File: src/rtl/Pipe_Buf_Reg_PKG.sv
// ============================================================================
// Pipe_Buf_Reg_PKG : shared pipeline types and constants
// Rev 1.0 : data-memory arbiter state encoding and debug access size
// ============================================================================
`default_nettype none

package Pipe_Buf_Reg_PKG;

   typedef enum logic [1:0] {
      ARB  = 2'd0,
      DBG  = 2'd1,
      COOL = 2'd2
   } dmem_arb_state_e;

   localparam logic [2:0] DBG_FUNC3 = 3'b010;

endpackage

`default_nettype wire

File: src/rtl/dmem_arb_starve_cnt.sv
// ============================================================================
// dmem_arb_starve_cnt : saturating count of CPU-busy cycles a debug request waited
// Rev 1.0 : initial release
// ============================================================================
`default_nettype none

module dmem_arb_starve_cnt #(
   parameter int STARVE_MAX = 4
) (
   input  logic clk,
   input  logic reset,
   input  logic inc_i,
   input  logic clr_i,
   output logic max_o
);

   localparam logic [3:0] MAX_C = 4'(STARVE_MAX);

   logic [3:0] cnt_q;
   logic [3:0] cnt_d;

   always_comb begin
      cnt_d = cnt_q;
      if (clr_i) begin
         cnt_d = 4'd0;
      end else if (inc_i && (cnt_q != MAX_C)) begin
         cnt_d = cnt_q + 4'd1;
      end
   end

   always_ff @(posedge clk) begin
      if (reset) begin
         cnt_q <= 4'd0;
      end else begin
         cnt_q <= cnt_d;
      end
   end

   assign max_o = (cnt_q == MAX_C);

endmodule

`default_nettype wire

File: src/rtl/dmem_arbiter.sv
// ============================================================================
// dmem_arbiter : shares the data memory between the MEM stage and a debug port
// Rev 1.0 : CPU priority with bounded-wait forced debug grant
// ============================================================================
`default_nettype none

module dmem_arbiter
   import Pipe_Buf_Reg_PKG::*;
#(
   parameter int DM_ADDRESS = 9,
   parameter int DATA_W     = 32,
   parameter int STARVE_MAX = 4
) (
   input  logic                  clk,
   input  logic                  reset,
   input  logic                  cpu_rd,
   input  logic                  cpu_wr,
   input  logic [DM_ADDRESS-1:0] cpu_addr,
   input  logic [DATA_W-1:0]     cpu_wdata,
   input  logic [2:0]            cpu_func3,
   output logic [DATA_W-1:0]     cpu_rdata,
   output logic                  cpu_stall,
   input  logic                  dbg_req,
   input  logic                  dbg_we,
   input  logic [DM_ADDRESS-1:0] dbg_addr,
   input  logic [DATA_W-1:0]     dbg_wdata,
   output logic                  dbg_gnt,
   output logic                  dbg_rvalid,
   output logic [DATA_W-1:0]     dbg_rdata,
   output logic                  mem_rd,
   output logic                  mem_wr,
   output logic [DM_ADDRESS-1:0] mem_addr,
   output logic [DATA_W-1:0]     mem_wdata,
   output logic [2:0]            mem_func3,
   input  logic [DATA_W-1:0]     mem_rdata
);

   dmem_arb_state_e         state_q;
   dmem_arb_state_e         state_d;
   logic                    busy;
   logic                    cnt_inc;
   logic                    cnt_clr;
   logic                    cnt_max;
   logic                    rvalid_q;
   logic                    rvalid_d;
   logic [DATA_W-1:0]       rdata_q;
   logic [DATA_W-1:0]       rdata_d;

   assign busy = cpu_rd | cpu_wr;

   dmem_arb_starve_cnt #(
      .STARVE_MAX (STARVE_MAX)
   ) u_starve_cnt (
      .clk   (clk),
      .reset (reset),
      .inc_i (cnt_inc),
      .clr_i (cnt_clr),
      .max_o (cnt_max)
   );

   always_comb begin
      state_d   = state_q;
      cnt_inc   = 1'b0;
      cnt_clr   = 1'b0;
      dbg_gnt   = 1'b0;
      cpu_stall = 1'b0;
      mem_rd    = cpu_rd;
      mem_wr    = cpu_wr;
      mem_addr  = cpu_addr;
      mem_wdata = cpu_wdata;
      mem_func3 = cpu_func3;
      case (state_q)
         ARB: begin
            if (dbg_req && (!busy || cnt_max)) begin
               state_d = DBG;
            end else if (dbg_req && busy) begin
               cnt_inc = 1'b1;
            end
         end
         DBG: begin
            mem_rd    = !dbg_we;
            mem_wr    = dbg_we;
            mem_addr  = dbg_addr;
            mem_wdata = dbg_wdata;
            mem_func3 = DBG_FUNC3;
            dbg_gnt   = 1'b1;
            cpu_stall = busy;
            cnt_clr   = 1'b1;
            state_d   = COOL;
         end
         // One CPU-owned cycle so the access released from the stall completes
         COOL: begin
            state_d = ARB;
         end
         default: begin
            state_d = ARB;
         end
      endcase
   end

   always_comb begin
      rvalid_d = (state_q == DBG) && !dbg_we;
      rdata_d  = rvalid_d ? mem_rdata : rdata_q;
   end

   always_ff @(posedge clk) begin
      if (reset) begin
         state_q  <= ARB;
         rvalid_q <= 1'b0;
         rdata_q  <= '0;
      end else begin
         state_q  <= state_d;
         rvalid_q <= rvalid_d;
         rdata_q  <= rdata_d;
      end
   end

   assign cpu_rdata  = mem_rdata;
   assign dbg_rvalid = rvalid_q;
   assign dbg_rdata  = rdata_q;

endmodule

`default_nettype wire

File: config.mk
export PLATFORM = sky130hd
export DESIGN_NAME = dmem_arbiter
export DESIGN_NICKNAME = d
export VERILOG_FILES = /design/src/rtl/Pipe_Buf_Reg_PKG.sv /design/src/rtl/dmem_arb_starve_cnt.sv /design/src/rtl/dmem_arbiter.sv
export SDC_FILE = /design/constraint.sdc
export NUM_CORES = 1
export LEC_CHECK = 0
export CORE_MARGIN = 2
export CORE_UTILIZATION = 30
export DETAILED_ROUTE_END_ITERATION = 7
export MAX_ROUTING_LAYER = met4
export PLACE_DENSITY = 0.76
export RECOVER_POWER = 50
export SLEW_MARGIN = 10
export SYNTH_ARGS = -nofsm -noshare
export SYNTH_HDL_FRONTEND = slang
export SYNTH_HIERARCHICAL = 1
export SYNTH_SLANG_ARGS = --single-unit
File: constraint.sdc
create_clock -name clk -period 2.5 [get_ports clk]
set_input_delay 0.625 -clock clk [delete_from_list [all_inputs] [get_ports clk]]
set_output_delay 0.625 -clock clk [all_outputs]
set_load 0.05 [all_outputs]
== Word-level counts from Yosys, hierarchy flattened ==
Index checks and enable logic that the tools add are counted.
Storage, ports and cells
  register bits after elaboration: 39
  bits of input ports: 123
  output and inout port bits: 113
  logic and storage cells: 31
Operators by class
  add/sub/neg operators: 1
  equal/unequal tests: 4
  mux-type cells: 12
  bitwise operators: 1
  reductions and logical operators: 9
Operators by type and width (count)
  $mux 32: 1
  $mux 9: 1
  $mux 1: 7
  $add 4x1->4 const B: 1
  $eq 4x3->1 const B: 1
  $logic_and 1x1->1: 4
  $ne 4x3->1 const B: 1
  $pmux 2 s2: 1
  $mux 3: 1
  $eq 2x1->1 const B: 1
  $logic_not 1->1: 2
  $logic_not 2->1: 1
  $mux 2: 1
  $ne 2x2->1 const B: 1
  $reduce_or 2->1: 1
  $logic_or 1x1->1: 1
  $or 1x1->1: 1

== Logic depth before layout (Yosys ltp) ==
  depth in word-level cells: 7
  depth in mapped cells: 8
  depth with buffers taken out: 8

== Cells and area by module ==
Netlist, hierarchy kept.
By module, submodules not included
  dmem_arbiter: times used 1, cells each 237, area each 2560.0 um^2, seq. area each 700.7 um^2
  dmem_arb_starve_cnt: times used 1, cells each 25, area each 229.0 um^2, seq. area each 80.1 um^2

== Worst setup path before layout ==
Ideal clock, no wire load.
  path type: input to output
  from: in dbg_we
  to: out mem_wr
  arrival time: 1729 ps
  data required time: 1875 ps
  slack: 146 ps
  cell stages on the path: 4
  path buffers: 2
  cells stage by stage: nor3b_2 -> buf_4 -> buf_6 -> a21oi_1
On the way
  cells in the longest elaborated chain, start to end: 1
RTL lines
  start: declaration: RTL line dmem_arbiter.sv:24  | input logic dbg_we,
  $mux 1: RTL line dmem_arbiter.sv:72  | case (state_q)
  end: declaration: RTL line dmem_arbiter.sv:31  | output logic mem_wr,
Every way passes these cells.

== Final worst setup path ==
  from: in dbg_we
  to: out mem_rd
On the way
  cells in the longest elaborated chain, start to end: 2
RTL lines
  $logic_not 1->1: RTL line dmem_arbiter.sv:81  | mem_rd = !dbg_we;
  $mux 1: RTL line dmem_arbiter.sv:72
  end: declaration: RTL line dmem_arbiter.sv:30  | output logic mem_rd,
Every way passes these cells.

==> metrics.sh <==
OUTCOME='complete, no violations'
SLEW_VIOL_FINAL=0
DRT-INITIAL-DRC-COUNT=25
CTS-HTREE-LEVELS=2
NUMCTSBUFFERS=5
GLOBALROUTETOTALUTIL_PCT=18.7
HOLDBUFCOUNTCTS=0
CRITICALPATHCATEGORY='input port to output pin'
COUNT_OF_FLIP_FLOPS_WITH_A_BUILT_IN_ENABLE_AFTER_SYNTHESIS=0
FILLERINSTANCES=718
CRITICAL_PATH_ARRIVAL_PS=1780
ANTENNA_FOUND_INITIAL=1
SYNTHESIS.AREA_PER_INSTANCE_UM2=10.6
POWER.DENSITY_mW_PER_MM2=360
PEAKVDDDROP_uV=241
FINAL-SETUP-VIOL-COUNT=0
HOLD_SLACK_PS=474
MIN_PERIOD_OVER_PERIOD_PCT=96.1
CTSLONGESTPATHBUFFERS=2
PLACEABLECOREAREA_MM2=0.00911
TOTALNEGATIVESETUPSLACK_PS=0
DRIVE_ABOVE_1_SHARE_PCT=30.5
LEAKAGE_nW=2.30
TOP_LEVEL_PORTS=236
SYN-NUM-NETS=387
SYN-CELL-AREA_MM2=0.00279
SHARE_OF_THE_CORE_FILLED_WITH_CELLS_IN_THE_FINAL_LAYOUT_PCT=63.0
YOSYSUNIQUECELLTYPES=32
DRC_ERRORS=0
CTS_SINKS=39
COUNT_OF_YOSYS_WARNINGS_DURING_SYNTHESIS=6
FINISH.NET_COUNT=586
DIE_AREA_MM2=0.0101
INSERTION_DELAY_PS=280
GRT_PASS1_VIAS=2773
DPL.HPWL_UM=8100
FLOORPLAN.INITIALDENSITY_PCT=30.6
WORST-ENDPOINT-REQUIRED_PS=1880
SYN-INSTANCE-COUNT=262
SKEW_PS=5.06
FIRST_PASS_GRT_WIRE_LENGTH_UM=14200
FF2FF_PATH_DEPTH=9
LAYOUT_MIN_CYCLE_TIME_PS=2400
VIA_COUNT=2590
DRT.ANTENNA.VIOLATING_NETS=0
GLOBAL_ROUTE.OVERFLOW_TOTAL=0
WIRE_PER_INST_UM=16.9
CLOCK_TREE.ROOT_CELL='clkbuf_8'
PLACE_CONGESTION=0.773
MAX-CAP-VIOLATIONS=0
TIMING.CRITICAL_PATH.FANOUT_MAX=4
MAX_CLOCK_FREQ_GHz=0.416
CRITPATHCAPTURETYPE='output pin'
YOSYS.AREA.TOP_TYPE='dfxtp_1'
CTS_SETUP_BUFFERS=0
SETUP.WORST_PATH.START_CLASS='input port'
DIE_X_UM=100
POSTROUTEWIRELENGTH_UM=9710
POST-SYNTH-TOP-COUNT-CELL='nand2b_1'
TRITONCTS='yes'
RSZ0062_AT_GRT='false'
YOSYSSEQAREASHARE_PCT=28.0
SYNTH_COMMON_CELLS='nand2b_1 (64), dfxtp_1 (39), mux2_4 (39), buf_4 (33), mux2i_1 (32)'
DRT_PRE_ANTENNA_ITERS=4
NUM_ROWS=35
WHS_PATH_DEPTH=2
FLOORPLAN.DIE.HEIGHT_UM=100
SYNTH_TOP_CELLS_BY_AREA='dfxtp_1 (28%), mux2_4 (21%), nand2b_1 (14%), mux2i_1 (11%), buf_4 (8.9%)'
HOLD_PATH.CLASS='register to register'
MAX_SLEW_MARGIN_PCT=46.1
CTS.REPORTEDPATHS.CLKPINSLEW_PS=80
SYNTHARSTFLOPSHARE_PCT=0
TIGHTESTPINTRANSITION_PS=808
YS.FLOP_TYPE='dfxtp_1'
HOLD_VIOL=0
IO_BUFFERS=235
VIAS_PER_CELL=4.51
YOSYSTOPAREACELLSHARE_PCT=28.0
GRT_MAX_DEGREE=45
FLOW.AREA_GROWTH_FROM_SYNTHESIS_PCT=106
SYNTH.FF_LATCH_COUNT=39
critical path: stages:
cell and delay (ps):
dlygate4sd3_1 590, nor3b_4 260, a21o_2 160, buf_12 140
layout make-up:
class / instances / area [um^2] / share of cell area [%]
antenna: 1 / 2.50 / 0.0436
clock buffer: 7 / 76.3 / 1.33
timing repair buffer: 240 / 3120 / 54.4
clock inverter: 1 / 5.00 / 0.0871
tap: 111 / 139 / 2.42
sequential: 39 / 781 / 13.6
inverter: 6 / 38.8 / 0.675
multi-input combinational: 169 / 1580 / 27.5
per-layer routing:
layer	share of wire, %	track usage, %
met1	37	19.3
met2	52	33.7
met3	8.8	5.92
met4	2.6	6.22
met5	0	-
power by group:
part	leakage [nW]	internal, W	switching (W)	total, W
clock	0.0422	0.000196	0.000212	0.000408
combinational	1.95	0.000542	0.000478	0.00102
sequential	0.315	0.000630	0.00000711	0.000637
total	2.30	0.00137	0.000697	0.00207
sequential cells by signal (all words and copies together) (netlist names):
register / flops
dbg_rvalid: 1
state_q: 2
dbg_rdata: 32
u_starve_cnt/cnt_q: 4
timing repair:
item / 4_1_cts / 5_1_grt
resized for setup: 0 / 2
endpoints found under the hold margin: 0 / 0
setup endpoints to repair: 0 / 2
through the flow:
step                      power (W)  worst slack [ps]  instances  instance area [um^2]
after detailed placement    0.00169              5.59        565                  5690
after global placement      0.00168               111        565                  5690
after CTS                   0.00212              64.5        573                  5770
after global routing        0.00215              69.4        574                  5740
final                       0.00207              97.0        574                  5740
after floorplan             0.00115               146        262                  2790
layout by cell type, fill, tap and decap left out, types with 2 or more instances in the layout:
cell             netlist  routed
a21boi_1               2       2
clkbuf_1               7       5
mux2_2                 2       2
a21oi_1                2       2
dlygate4sd3_1          0      40
mux2i_1               32      32
buf_12                 5      76
nor3_1                 3       3
dfxtp_1               39      39
buf_4                 33       4
mux2_4                39      39
ha_1                   2       2
nor2_1                 5       5
clkdlybuf4s50_1        0     115
clkbuf_8               0       5
nand3_1                3       3
inv_1                  4       4
clkbuf_2               0       2
nand2b_1              64      64
and2_2                 2       2
kinds of logic (layout without fill, tap and decap cells):
logic type	count (synthesis)	after routing	share of synthesized area (%)
muxes	73	73	33.3
other	0	1	0
buffers and inverters	54	254	15.7
adders and majority gates	2	2	0.897
DFF	39	39	28.0
AOI/OAI and AO/OA	9	9	2.24
and+or+nand+nor	85	85	19.9
path summary, 6_finish.rpt:
path	end	from	slack (ps)
worst max-delay path	mem_rd	dbg_we	100
worst min-delay path	dbg_rdata[13]	dbg_rdata[13]	470
worst max register to register	u_starve_cnt/cnt_q[0]	u_starve_cnt/cnt_q[0]	610
worst min register to register	dbg_rdata[13]	dbg_rdata[13]	470
Note: power is estimated with default switching activity, not from simulation.
